### config.mk
export PLATFORM = sky130hd
export DESIGN_NAME = sdram_write_flat
export DESIGN_NICKNAME = d
export VERILOG_FILES = /design/src/rtl/sdram_write_if.sv /design/src/rtl/sdram_write.sv /design/src/flat_wrapper.sv
export SDC_FILE = /design/constraint.sdc
export NUM_CORES = 1
export LEC_CHECK = 0
export BUFFER_PORTS_ARGS = -buffer_cell sky130_fd_sc_hd__buf_2
export CORE_MARGIN = 10
export CORE_UTILIZATION = 55
export CTS_CLUSTER_SIZE = 16
export DETAILED_ROUTE_END_ITERATION = 10
export GPL_TIMING_DRIVEN = 0
export PLACE_DENSITY = 0.85
export SLEW_MARGIN = 20
export SYNTH_ARGS = -nofsm -noshare
export SYNTH_HDL_FRONTEND = slang
export SYNTH_SLANG_ARGS = --single-unit
### constraint.sdc
create_clock -name clk -period 5.6 [get_ports clk]
set_input_delay 0.28 -clock clk [delete_from_list [all_inputs] [get_ports clk]]
set_output_delay 0.28 -clock clk [all_outputs]
set_load 0.02 [all_outputs]
### src/rtl/sdram_write_if.sv
// Handshake and data bundle between the SDRAM write engine and its controller/FIFO side.
interface sdram_write_if;
  logic        wr_trig;
  logic        w_en;
  logic        ref_req;
  logic [15:0] wr_data;
  logic        w_req;
  logic        wr_data_rd;
  logic        write_data_end;
  logic        write_ref_break_end;
  logic [17:0] wr_cmd;
  logic [15:0] dq_out;
  logic        dq_oe;

  modport master (
    output wr_trig, w_en, ref_req, wr_data,
    input  w_req, wr_data_rd, write_data_end, write_ref_break_end, wr_cmd, dq_out, dq_oe
  );

  modport slave (
    input  wr_trig, w_en, ref_req, wr_data,
    output w_req, wr_data_rd, write_data_end, write_ref_break_end, wr_cmd, dq_out, dq_oe
  );
endinterface

### src/rtl/sdram_write.sv
// SDRAM write-path engine: ACT -> BURSTS_PER_TX WRITE bursts -> PRE, yielding to refresh
// at burst boundaries and resuming the remaining bursts on the next grant.
module sdram_write #(
  parameter int unsigned BURST_LEN     = 4,
  parameter int unsigned BURSTS_PER_TX = 4,
  parameter int unsigned TRCD          = 2,
  parameter int unsigned TWR           = 2,
  parameter int unsigned TRP           = 2,
  parameter logic [1:0]  BANK          = 2'b00,
  parameter logic [11:0] ROW_INIT      = 12'd0
) (
  input logic          clk,
  input logic          rst_n,
  sdram_write_if.slave bus
);

  localparam int unsigned BeatW   = (BURST_LEN > 1) ? $clog2(BURST_LEN) : 1;
  localparam int unsigned BurstW  = (BURSTS_PER_TX > 1) ? $clog2(BURSTS_PER_TX) : 1;
  localparam int unsigned CntW    = 4;
  localparam int unsigned TxWords = BURST_LEN * BURSTS_PER_TX;

  localparam logic [3:0] CmdIdle  = 4'b1111;
  localparam logic [3:0] CmdNop   = 4'b0111;
  localparam logic [3:0] CmdAct   = 4'b0011;
  localparam logic [3:0] CmdWrite = 4'b0100;
  localparam logic [3:0] CmdPre   = 4'b0010;

  typedef enum logic [3:0] {
    StIdle,
    StWaitGnt,
    StAct,
    StTrcd,
    StWrite,
    StTwr,
    StPre,
    StTrp,
    StEnd
  } state_e;

  state_e              state_q, state_d;
  logic [CntW-1:0]     cnt_q, cnt_d;
  logic [BeatW-1:0]    beat_q, beat_d;
  logic [BurstW-1:0]   burst_q, burst_d;
  logic                brk_q, brk_d;
  logic [11:0]         row_q, row_d;
  logic [8:0]          col_q, col_d;

  logic [17:0]         cmd;
  logic                rd;
  logic [8:0]          burst_off;

  assign burst_off = 9'(burst_q) << BeatW;

  always_ff @(posedge clk) begin
    if (!rst_n) begin
      state_q <= StIdle;
      cnt_q   <= '0;
      beat_q  <= '0;
      burst_q <= '0;
      brk_q   <= 1'b0;
      row_q   <= ROW_INIT;
      col_q   <= '0;
    end else begin
      state_q <= state_d;
      cnt_q   <= cnt_d;
      beat_q  <= beat_d;
      burst_q <= burst_d;
      brk_q   <= brk_d;
      row_q   <= row_d;
      col_q   <= col_d;
    end
  end

  always_comb begin
    state_d = state_q;
    beat_d  = beat_q;
    burst_d = burst_q;
    brk_d   = brk_q;
    row_d   = row_q;
    col_d   = col_q;
    cmd     = {CmdNop, 14'd0};
    rd      = 1'b0;

    case (state_q)
      StIdle: begin
        cmd = {CmdIdle, 14'd0};
        if (bus.wr_trig) begin
          state_d = StWaitGnt;
          burst_d = '0;
          brk_d   = 1'b0;
        end
      end
      StWaitGnt: begin
        cmd = {CmdIdle, 14'd0};
        if (bus.w_en) begin
          state_d = StAct;
          beat_d  = '0;
        end
      end
      StAct: begin
        cmd     = {CmdAct, BANK, row_q};
        state_d = (TRCD > 1) ? StTrcd : StWrite;
      end
      StTrcd: begin
        if (cnt_q == CntW'(TRCD - 2)) state_d = StWrite;
      end
      StWrite: begin
        rd = 1'b1;
        if (beat_q == '0) cmd = {CmdWrite, BANK, 3'b000, col_q + burst_off};
        if (beat_q == BeatW'(BURST_LEN - 1)) begin
          beat_d = '0;
          if (burst_q == BurstW'(BURSTS_PER_TX - 1)) begin
            brk_d   = 1'b0;
            state_d = StTwr;
          end else begin
            burst_d = burst_q + 1'b1;
            // Refresh is only honoured between bursts, never mid-burst.
            if (bus.ref_req) begin
              brk_d   = 1'b1;
              state_d = StTwr;
            end
          end
        end else begin
          beat_d = beat_q + 1'b1;
        end
      end
      StTwr: begin
        if (cnt_q == CntW'(TWR - 1)) state_d = StPre;
      end
      StPre: begin
        cmd     = {CmdPre, BANK, 12'h400};
        state_d = StTrp;
      end
      StTrp: begin
        if (cnt_q == CntW'(TRP - 1)) state_d = StEnd;
      end
      StEnd: begin
        if (brk_q) begin
          state_d = StWaitGnt;
        end else begin
          state_d = StIdle;
          burst_d = '0;
          col_d   = col_q + 9'(TxWords);
          if ((10'(col_q) + 10'(TxWords)) >= 10'd512) row_d = row_q + 1'b1;
        end
      end
      default: state_d = StIdle;
    endcase
  end

  // Wait counter restarts on every state change, so each timed state counts from zero.
  always_comb begin
    cnt_d = (state_d != state_q) ? '0 : cnt_q + 1'b1;
  end

  assign bus.wr_cmd              = cmd;
  assign bus.wr_data_rd          = rd;
  assign bus.dq_oe               = rd;
  assign bus.dq_out              = rd ? bus.wr_data : 16'd0;
  assign bus.w_req               = (state_q != StIdle);
  assign bus.write_data_end      = (state_q == StEnd) && !brk_q;
  assign bus.write_ref_break_end = (state_q == StEnd) && brk_q;

endmodule

### src/flat_wrapper.sv
// flat-port wrapper written by rule: the top's interface ports become plain ports
module sdram_write_flat 
#(
  parameter int unsigned BURST_LEN     = 4,
  parameter int unsigned BURSTS_PER_TX = 4,
  parameter int unsigned TRCD          = 2,
  parameter int unsigned TWR           = 2,
  parameter int unsigned TRP           = 2,
  parameter logic [1:0]  BANK          = 2'b00,
  parameter logic [11:0] ROW_INIT      = 12'd0
)
  (clk, rst_n, bus_wr_trig, bus_w_en, bus_ref_req, bus_wr_data, bus_w_req, bus_wr_data_rd, bus_write_data_end, bus_write_ref_break_end, bus_wr_cmd, bus_dq_out, bus_dq_oe);
  sdram_write_if bus_i ();
  input logic clk;
  input logic rst_n;
  input wire logic [$bits(bus_i.wr_trig)-1:0] bus_wr_trig;
  input wire logic [$bits(bus_i.w_en)-1:0] bus_w_en;
  input wire logic [$bits(bus_i.ref_req)-1:0] bus_ref_req;
  input wire logic [$bits(bus_i.wr_data)-1:0] bus_wr_data;
  output wire logic [$bits(bus_i.w_req)-1:0] bus_w_req;
  output wire logic [$bits(bus_i.wr_data_rd)-1:0] bus_wr_data_rd;
  output wire logic [$bits(bus_i.write_data_end)-1:0] bus_write_data_end;
  output wire logic [$bits(bus_i.write_ref_break_end)-1:0] bus_write_ref_break_end;
  output wire logic [$bits(bus_i.wr_cmd)-1:0] bus_wr_cmd;
  output wire logic [$bits(bus_i.dq_out)-1:0] bus_dq_out;
  output wire logic [$bits(bus_i.dq_oe)-1:0] bus_dq_oe;
  assign bus_i.wr_trig = bus_wr_trig;
  assign bus_i.w_en = bus_w_en;
  assign bus_i.ref_req = bus_ref_req;
  assign bus_i.wr_data = bus_wr_data;
  assign bus_w_req = bus_i.w_req;
  assign bus_wr_data_rd = bus_i.wr_data_rd;
  assign bus_write_data_end = bus_i.write_data_end;
  assign bus_write_ref_break_end = bus_i.write_ref_break_end;
  assign bus_wr_cmd = bus_i.wr_cmd;
  assign bus_dq_out = bus_i.dq_out;
  assign bus_dq_oe = bus_i.dq_oe;
  sdram_write #(.BURST_LEN(BURST_LEN), .BURSTS_PER_TX(BURSTS_PER_TX), .TRCD(TRCD), .TWR(TWR), .TRP(TRP), .BANK(BANK), .ROW_INIT(ROW_INIT)) u_core (.clk(clk), .rst_n(rst_n), .bus(bus_i));
endmodule
# Word-level counts from Yosys, hierarchy flattened
# Index checks and enable logic that the tools add are counted.
# totals
register_bits	34
input_bits	21
# op_classes
add_sub_neg	7
n_lt_le_gt_ge	1
n_eq_ne	18
mux	27
bitwise	2
n_reduce_logical	17
# op_table
op	n
$pmux W18 S4	1
$pmux W4 S9	1
$mux W16	2
$mux W4	8
$eq A4 B3 Y1 const B	4
$add A12 B1 Y12 const B	1
$mux W2	6
$add A9 B5 Y10 const B	1
$ge A10 B10 Y1 const B	1
$add A9 B4 Y9	1
$add A9 B5 Y9 const B	1
$eq A4 B1 Y1 const B	2
$eq A4 B2 Y1 const B	2
$logic_not A4 Y1	2
$ne A2 B2 Y1 const B	4
$mux W1	6
$pmux W2 S3	1
$reduce_and A5 Y1	1
$add A2 B1 Y2 const B	2
$add A4 B1 Y4 const B	1
$eq A2 B2 Y1 const B	2
$eq A4 B4 Y1 const B	1
$ne A4 B4 Y1	1
$pmux W2 S2	1
14 further kinds	19

# Longest topological paths before layout
# Gate-level depths: netlist (run 1).
# logic_depth
ltp_word	6
ltp_mapped	7
depth_no_buf	6

# Worst setup path after synthesis (run 1)
# OpenSTA, ideal clock, no wires.
# synth_path
path_type	register to register
start	reg u_core.state_q[2]
end	reg u_core.row_q[11]
arrival_ns	2.176
required_ns	5.530
setup_slack_ns	3.354
stages_incl_launch_ff	8
path_buffers	3
synth_period_minus_slack_ns	2.246
path_cell_list	dfxtp_1 buf_6 or4b_4 buf_6 or4_1 buf_2 or4_1 a21boi_1
# synth_between
elab_chain_cells	2
# synth_rtl
item	line	rtl
start, declared	sdram_write.sv:40	state_e state_q, state_d;
start signal, assigned	sdram_write.sv:56	state_q <= StIdle;
start signal, assigned	sdram_write.sv:64	state_q <= state_d;
$eq A4 B4 Y1	sdram_write.sv:84	case (state_q)
$reduce_and A3 Y1 (no source line)	--	
end signal, assigned	sdram_write.sv:69	row_q <= row_d;
end, declared	sdram_write.sv:45	logic [11:0] row_q, row_d;
# No other way between the ends.
# A chain may end at the register's enable or synchronous reset.

# Worst setup path in the final report (run 1)
# layout_path
start	reg u_core.state_q[1]
end	out bus_wr_cmd[7]
# layout_between
elab_chain_cells	3
elab_cells_between_ends	7
cone_classes	eq/ne: 4; mux: 1; reduce/logical: 2
# layout_rtl
item	line	rtl
$eq A4 B1 Y1 or $logic_not A4 Y1 (tied branches)	sdram_write.sv:84	
$reduce_or A2 Y1 (no source line)	--	
$pmux W18 S4 *	sdram_write.sv:84	
end, declared	flat_wrapper.sv:24	output wire logic [$bits(bus_i.wr_cmd)-1:0] bus_wr_cmd;
# Every way passes the cells marked *; elsewhere a longest branch is shown, timed or not.

==> flow_metrics.tcl, run 1 <==
set metrics [dict create \
    status "finished clean" \
    regToRegSetupSlack_ns 3.23 \
    avgViaCountPerCell 5.55 \
    power_density_nw_per_um2 203 \
    min_period_over_period 0.461 \
    yosysSeqAreaShare 0.309 \
    synth_cell_types 42 \
    yosys_warnings 0 \
    area_growth_syn_to_layout_pct 21.8 \
    htree_levels 2 \
    critical_path.slowest_cell "dfxtp_1" \
    arrival_ns 2.30 \
    min_period_ns 2.58 \
    io_pins 60 \
    post-cts-setup-buffer-count 0 \
    grt_usage 0.161 \
    first_pass_iters 4 \
    start_util 0.578 \
    core_um2 3360 \
    cts_root_buf "clkbuf_4" \
    critPathKind "flip-flop to output pin" \
    worstPathBufferInverterCount 3 \
    grt_max_degree 11 \
    die_h_um 79.4 \
    drtAntennaViolNets 0 \
    crit_path_end_kind "output pin" \
    vdd_ir_drop_max_v 0.000114 \
    crit_top_cell "clkbuf_1" \
    hold_viol 0 \
    cts_buffers 5 \
    p_leak_nw 1.11 \
    syn_inst 243 \
    crit_path_start_kind "flip-flop" \
    avgSynthCellArea_um2 8.00 \
    place_inst 346 \
    cts_buffer_depth 2 \
    cp_cell_sequence "clkbuf_1 > nor4b_1 > clkbuf_1 > nand2_1 > o21ai_0 > buf_2" \
    cp_max_fo 10 \
    vias 1960 \
    fmaxAchievable_mhz 387 \
    die_area_um2 6310 \
    routedWlPerCell_um 14.2 \
    crit_family "buffers and inverters" \
    fin_skew_ns 0.0107 \
    hold_buffers 0 \
    gp_congestion 0.899 \
    drv_cap 0 \
    ys_ff_latch 30 \
    diodes 0 \
    synthFlopType "dfxtp_1" \
    drc 0 \
    yosysTopAreaCell "dfxtp_1" \
    clkTransAtPathRegs_ns 0.10 \
    final-instance-count-excl-fill 353 \
    grt_setup_unrepaired "false" \
    hp-class "primary input to flip-flop" \
    rows 21 \
    portBuffers 56 \
    layout-drive-gt1-share 0.238 \
    place_ws_ns 3.26 \
    yosys-top-cells-area "dfxtp_1 31%, ha_1 5.8%, and3_1 5.5%" \
    async_flop_share 0 \
    netlist_area_um2 1940 \
    first_global_vias 1858 \
    slowest_delay_ns 0.41 \
    synthDominantCellAreaShare 0.309 \
    synth_edf_count 0 \
    cp.required_ns 5.32 \
    tightest_slew_ns 0.515 \
    antenna_found_initial 0 \
    cts_tree "yes" \
    routed_wl_mm 5.03 \
    setup_viol 0 \
    grt-ovfl-total 0 \
    finalNetCount 337 \
    hpwlAfterDp_mm 3.92 \
    nFillCells 285 \
    drv_slew 0 \
    drtIter0Drc 144 \
    die_w_um 79.4 \
    setup_slack_ns 3.02 \
    slew_headroom 0.654 \
    clkSinkCount 30 \
    postCtsResizedCells 0 \
    finalSetupTns_ns 0 \
    grt_pass1_wl_mm 8.40 \
    clock_latency_ns 0.33 \
]
## worst min-delay path, delay by kind of cell
family                 cells  cell delay (ns)
AOI/OAI and AO/OA          1             0.06
buffers and inverters      1             0.19
and+or+nand+nor            1             0.11
## final timing paths
path,cells past startpoint,from,end
max,6,u_core.state_q[1],bus_wr_cmd[7]
min,3,rst_n,u_core.brk_q
max reg2reg,7,u_core.state_q[2],u_core.row_q[11]
min reg2reg,2,u_core.row_q[11],u_core.row_q[11]
## sequential cells by signal (all words and copies together) (netlist names)
name	count
u_core.beat_q	2
u_core.brk_q	1
u_core.burst_q	2
u_core.cnt_q	4
u_core.state_q	4
u_core.row_q	12
u_core.col_q	5
## cells in the final DEF, fill, tap and decap left out, types with 4 or more instances in the layout
cell and count:
and3_1 17, clkbuf_1 15, nor2_1 12, inv_1 12, xor2_1 4, o21ai_0 12
clkbuf_4 5, nand4_1 6, nand2b_1 5, and2_1 9, nor3_1 6, buf_2 57
nand3_1 9, a21boi_0 11, ha_1 9, mux2i_1 7, dfxtp_1 30, nand2_1 19
or3_1 10, a22o_1 6
## Yosys cell counts (all sizes together), types with 7 or more instances
| master | instances |
|---|---|
| a21boi | 12 |
| dfxtp | 30 |
| inv | 12 |
| or3 | 10 |
| nor2 | 12 |
| and3 | 17 |
| nand2 | 19 |
| o21ai | 12 |
| nand3 | 9 |
| mux2i | 7 |
| clkbuf | 15 |
| and2 | 9 |
| ha | 9 |
## stage by stage
step | power (W) | util | hold WS (ns) | cell area [µm²]
6_report | 0.000479 | 0.703 | 0.350 | 2370
5_1_grt | 0.000501 | 0.703 | 0.381 | 2370
4_1_cts | 0.000479 | 0.703 | 0.350 | 2370
3_5_place_dp | 0.000301 | 0.679 | 0.472 | 2280
3_3_place_gp | 0.000298 | 0.679 | 0.459 | 2280
2_1_floorplan | 0.000277 | - | 0.446 | 1950
## report_power, final
group	switching (W)	total (W)	internal [W]
Sequential	0.00000361	0.000221	0.000217
Combinational	0.0000474	0.0000767	0.0000293
Clock	0.0000781	0.000182	0.000104
## routing by layer
| layer | GRT usage | vias up | share of wire |
|---|---|---|---|
| li1 | - | 990 | - |
| met1 | 0.191 | 897 | 0.46 |
| met2 | 0.256 | 69 | 0.45 |
| met3 | 0.0676 | 4 | 0.084 |
| met4 | 0.0538 | 0 | 0.0076 |
| met5 | 0 | - | 0 |
## cell families (layout without fill, tap and decap cells)
logic type	after synthesis	in the layout	share of synthesized area
xor+xnor	7	7	0.0316
buf+inv	33	96	0.0779
simple gates	113	113	0.332
other cells	1	2	0.00193
mux	7	7	0.0361
flops	30	30	0.309
compound gates	43	43	0.154
fa+ha+maj	9	9	0.0580
## area by class of cell
type                    count  area [µm²]  share of cell area
plain buffers              21         106              0.0449
clock buffers               6        51.3              0.0217
clock inverters             1        30.0              0.0127
inverters                  12        45.0              0.0190
multi-input cells         181        1190               0.505
flip-flops and latches     30         601               0.254
well taps                  46        57.6              0.0243
repair buffers             56         280               0.118
Power figures use the tool's default switching activity.
==> run 2, diff against run 1 <==
--- a/config.mk
+++ b/config.mk
@@ -7,11 +7,11 @@
 export LEC_CHECK = 0
 export BUFFER_PORTS_ARGS = -buffer_cell sky130_fd_sc_hd__buf_2
 export CORE_MARGIN = 10
-export CORE_UTILIZATION = 55
+export CORE_UTILIZATION = 51
 export CTS_CLUSTER_SIZE = 16
 export DETAILED_ROUTE_END_ITERATION = 10
 export GPL_TIMING_DRIVEN = 0
-export PLACE_DENSITY = 0.85
+export PLACE_DENSITY = 0.8
 export SLEW_MARGIN = 20
 export SYNTH_ARGS = -nofsm -noshare
 export SYNTH_HDL_FRONTEND = slang
==> constraint.sdc (replaced) <==
create_clock -name clk -period 2.7 [get_ports clk]
set_input_delay 0.135 -clock clk [delete_from_list [all_inputs] [get_ports clk]]
set_output_delay 0.135 -clock clk [all_outputs]
set_load 0.02 [all_outputs]
==> run 2 against run 1 <==
Effect of this change:
- sequential power up 110%
- count of clock-buffer cells in the layout unchanged
- clock power rose to 3.1 times the previous value
- sequential cell count unchanged
- die area up 5.8%
- via count down 0.31%
- non-clock buffer count unchanged
- critical endpoint is now bus_wr_cmd[6]
- worst setup slack worse by 2.7 ns
- final area up 2.7%
- register-to-register slack worse by 2.9 ns
- critical path depth down 1
==> flow_metrics.tcl, run 2 (same netlist as run 1, synthesis figures left out) <==
set metrics [dict create \
    first_global_vias 1853 \
    critPathKind "flip-flop to output pin" \
    finalNetCount 337 \
    portBuffers 56 \
    drv_slew 0 \
    grt_max_degree 11 \
    core_um2 3660 \
    hold-path-endpoint "u_core.state_q[1]" \
    clkSinkCount 30 \
    vias 1954 \
    hold_viol 0 \
    routedWlPerCell_um 14.2 \
    diodes 0 \
    cts_buffer_depth 2 \
    power_density_nw_per_um2 487 \
    start_util 0.531 \
    hold_buffers 0 \
    cp_max_fo 10 \
    crit_path_start_kind "flip-flop" \
    io_pins 60 \
    fin_skew_ns 0.00804 \
    first_pass_iters 4 \
    min_period_over_period 0.867 \
    finalSetupTns_ns 0 \
    rows 22 \
    vdd_ir_drop_max_v 0.000343 \
    cts_buffers 5 \
    status "finished clean" \
    grt_pass1_wl_mm 8.18 \
    fin_util 0.664 \
    grt-ovfl-total 0 \
    crit_path_end_kind "output pin" \
    largest_reg_flops 12 \
    regMostFlops "u_core.row_q" \
    die_w_um 81.7 \
    drtAntennaViolNets 0 \
    grt_usage 0.151 \
    setup_viol 0 \
    postCtsResizedCells 0 \
    totalPowerFinal_w 0.00118 \
    p_leak_nw 1.14 \
    reg2reg_depth 7 \
    reg2reg_to "u_core.row_q[11]" \
    routed_wl_mm 5.04 \
    cts_root_buf "clkbuf_8" \
    layout_commonest_cell "buf_2" \
    clkTransAtPathRegs_ns 0.07 \
    min_from "rst_n" \
    cts_tree "yes" \
    cp.required_ns 2.57 \
    final_cell_mix "57 x buf_2, 30 x dfxtp_1, 19 x nand2_1, 17 x and3_1, 15 x clkbuf_1" \
    drc 0 \
    fmaxAchievable_mhz 427 \
    antenna_found_initial 0 \
    post-cts-setup-buffer-count 0 \
    drtIter0Drc 67 \
    min_period_ns 2.34 \
    worstHoldPathCells 2 \
    tightest_slew_ns 0.492 \
    gp_congestion 0.898 \
    drv_cap 0 \
    area_growth_syn_to_layout_pct 25.0 \
    slew_headroom 0.668 \
    arrival_ns 2.21 \
    clock_latency_ns 0.28 \
    hpwlAfterDp_mm 3.87 \
    nFillCells 298 \
    r2r_start "u_core.state_q[2]" \
    avgViaCountPerCell 5.49 \
    die_area_um2 6680 \
    hp-class "primary input to flip-flop" \
    grt_setup_unrepaired "false" \
    layout-drive-gt1-share 0.240 \
    htree_levels 2 \
    top_regs "u_core.row_q x12, u_core.col_q x5" \
    die_h_um 81.7 \
    regToRegSetupSlack_ns 0.36 \
]
-- run 2: cell types whose count changed in the layout (fill, tap and decap cells not counted), sizes merged --
cell and change:
bufinv +1
-- run 2: worst max-delay path by stage --
stage | to | cells past startpoint | slack, ns | from
6_report | bus_wr_cmd[6] | 5 | 0.36 | u_core.state_q[1]
5_1_grt | bus_wr_cmd[2] | 5 | 0.16 | u_core.state_q[1]
4_1_cts | u_core.row_q[11] | 7 | 0.35 | u_core.state_q[2]
3_5_place_dp | u_core.row_q[11] | 7 | 0.36 | u_core.state_q[2]
3_3_place_gp | u_core.row_q[11] | 7 | 0.39 | u_core.state_q[2]
2_1_floorplan | u_core.row_q[11] | 7 | 0.45 | u_core.state_q[2]
-- run 2: worst max-delay path, stage by stage, from the launching register on --
cell      delay (ns)
dfxtp_1         0.40
clkbuf_1        0.36
nor4b_1         0.41
clkbuf_1        0.38
a22o_1          0.21
buf_2           0.16
-- run 2: power by group --
group	switching (W)	internal, W
clock network	0.000175	0.000394
registers	0.00000756	0.000450
logic	0.0000962	0.0000608
-- run 2: final cells by class --
cell class | instances | area, µm² | share of cell area
inverters | 12 | 45.0 | 0.0185
plain buffers | 21 | 106 | 0.0438
clock buffers | 6 | 82.6 | 0.0340
multi-input cells | 181 | 1190 | 0.492
well taps | 48 | 60.1 | 0.0247
clock inverters | 2 | 60.1 | 0.0247
repair buffers | 56 | 280 | 0.115
flip-flops and latches | 30 | 601 | 0.247
-- run 2: metrics by stage --
step | hold WS, ns | worst slack [ns] | std cells | instance area, µm²
after floorplan | 0.426 | 0.454 | 244 | 1950
after global placement | 0.459 | 0.392 | 348 | 2290
after detailed placement | 0.471 | 0.363 | 348 | 2290
after CTS | 0.266 | 0.354 | 356 | 2430
after global routing | 0.275 | 0.164 | 356 | 2430
final | 0.262 | 0.360 | 356 | 2430
-- run 2: layer usage --
layer / GRT usage / up-vias / share of wire
li1: - / 988 / -
met1: 0.165 / 915 / 0.42
met2: 0.268 / 49 / 0.48
met3: 0.0611 / 2 / 0.095
met4: 0.0323 / 0 / 0.0024
met5: 0 / - / 0
==> run 3, diff against run 2 <==
--- a/config.mk
+++ b/config.mk
@@ -12,6 +12,7 @@
 export DETAILED_ROUTE_END_ITERATION = 10
 export GPL_TIMING_DRIVEN = 0
 export PLACE_DENSITY = 0.8
+export RECOVER_POWER = 25
 export SLEW_MARGIN = 20
 export SYNTH_ARGS = -nofsm -noshare
 export SYNTH_HDL_FRONTEND = slang
==> run 3 against run 2 <==
Effect of this change:
- hold slack better by 0.00078 ns
- combinational power barely moved
- die area unchanged
- non-clock buffer count unchanged
- critical path depth up 2
- sequential cell count unchanged
- global-route usage unchanged
- register-to-register slack lost 0.11 ns
- via count shrank 1.4%
- largest power group unchanged
==> flow_metrics.tcl, run 3 (same netlist as run 1, synthesis figures left out) <==
set metrics [dict create \
    status "finished clean" \
    finalSetupTns_ns 0 \
    whs_ns 0.263 \
    crit_path_end_kind "flip-flop" \
    clkTransAtPathRegs_ns 0.07 \
    arrival_ns 2.67 \
    routedWlPerCell_um 14.2 \
    setup_viol 0 \
    cp_max_fo 10 \
    tightest_slew_ns 0.503 \
    wl_met2_mm 2.44 \
    area_growth_syn_to_layout_pct 24.2 \
    avgViaCountPerCell 5.41 \
    diodes 0 \
    hold_viol 0 \
    fin_skew_ns 0.00854 \
    io_pins 60 \
    post-cts-setup-buffer-count 0 \
    wl_met1_mm 2.13 \
    clkSinkCount 30 \
    slew_headroom 0.661 \
    grt_pass1_wl_mm 8.18 \
    min_period_ns 2.45 \
    drtIter0Drc 57 \
    critPathKind "flip-flop to flip-flop" \
    grt_usage 0.151 \
    cts_root_buf "clkbuf_8" \
    vdd_ir_drop_max_v 0.000343 \
    largest_reg_flops 12 \
    p_leak_nw 1.12 \
    cp.required_ns 2.92 \
    drc 0 \
    fmaxAchievable_mhz 408 \
    cts_buffer_depth 2 \
    drv_cap 0 \
    finalNetCount 337 \
    rows 22 \
    start_util 0.531 \
    core_um2 3660 \
    final_cell_mix "53 x buf_2, 30 x dfxtp_1, 20 x clkbuf_1, 19 x nand2_1, 17 x and3_1" \
    grt-ovfl-total 0 \
    die_h_um 81.7 \
    cts_tree "yes" \
    hp-class "primary input to flip-flop" \
    grt_setup_unrepaired "false" \
    power_density_nw_per_um2 490 \
    antenna_found_initial 0 \
    layout-drive-gt1-share 0.221 \
    routed_wl_mm 5.05 \
    top_regs "u_core.row_q x12, u_core.col_q x5" \
    first_global_vias 1853 \
    layout_commonest_cell "buf_2" \
    gp_congestion 0.898 \
    die_area_um2 6680 \
    min_period_over_period 0.908 \
    totalPowerFinal_w 0.00118 \
    drv_slew 0 \
    grt_max_degree 11 \
    hpwlAfterDp_mm 3.87 \
    regMostFlops "u_core.row_q" \
    dr_wl_met3_um 475 \
    hold_buffers 0 \
    cts_buffers 5 \
    clock_latency_ns 0.29 \
    die_w_um 81.7 \
    fin_util 0.659 \
    drtAntennaViolNets 0 \
    vias 1926 \
    first_pass_iters 5 \
    portBuffers 56 \
    htree_levels 2 \
    crit_path_start_kind "flip-flop" \
    top_layer_used "met4" \
    postCtsResizedCells 0 \
]
run 3: changes by cell type in the layout (fill, tap and decap cells not counted), moves of 2 or more:
| cell | delta |
|---|---|
| clkbuf_1 | +5 |
| buf_2 | -4 |
| and2_1 | -2 |
| and2_0 | +2 |
run 3: worst max-delay path: stages (launching register included):
cell and delay [ns]:
dfxtp_1 0.30, clkbuf_1 0.20, or4b_1 0.53, buf_6 0.16, or4_1 0.48, buf_2 0.18, or4_1 0.40, a21boi_1 0.15
run 3: area by class of cell:
cell class / count / area (µm²)
buffer: 21 / 98.8
clock inverter: 2 / 60.1
sequential: 30 / 601
multi-input combinational: 181 / 1190
clock buffer: 6 / 82.6
fill: 303 / 1250
inverter: 12 / 45.0
tap: 48 / 60.1
timing repair buffer: 56 / 275
run 3: worst paths after layout:
check,cells past startpoint,to,slack (ns),from
worst min register to register,2,u_core.row_q[11],0.48,u_core.row_q[11]
worst max-delay path,7,u_core.row_q[11],0.25,u_core.state_q[2]
worst min-delay path,2,u_core.state_q[1],0.26,rst_n
worst max register to register,7,u_core.row_q[11],0.25,u_core.state_q[2]
run 3: stage by stage:
step                      cells  cell area, µm²  worst slack (ns)
after CTS                   356            2430             0.354
after detailed placement    348            2290             0.363
after global routing        356            2410             0.100
after floorplan             244            1950             0.454
after global placement      348            2290             0.392
final                       356            2410             0.248
run 3: power by group:
group	total [W]	internal [W]	switching, W
registers	0.000458	0.000450	0.00000739
clock network	0.000569	0.000394	0.000175
logic	0.000156	0.0000592	0.0000967
total	0.00118	0.000903	0.000279
run 3: per-layer routing:
metal	vias up	GRT usage
met5	-	0
met4	0	0.0323
met3	2	0.0611
met2	51	0.268
met1	887	0.165
li1	986	-
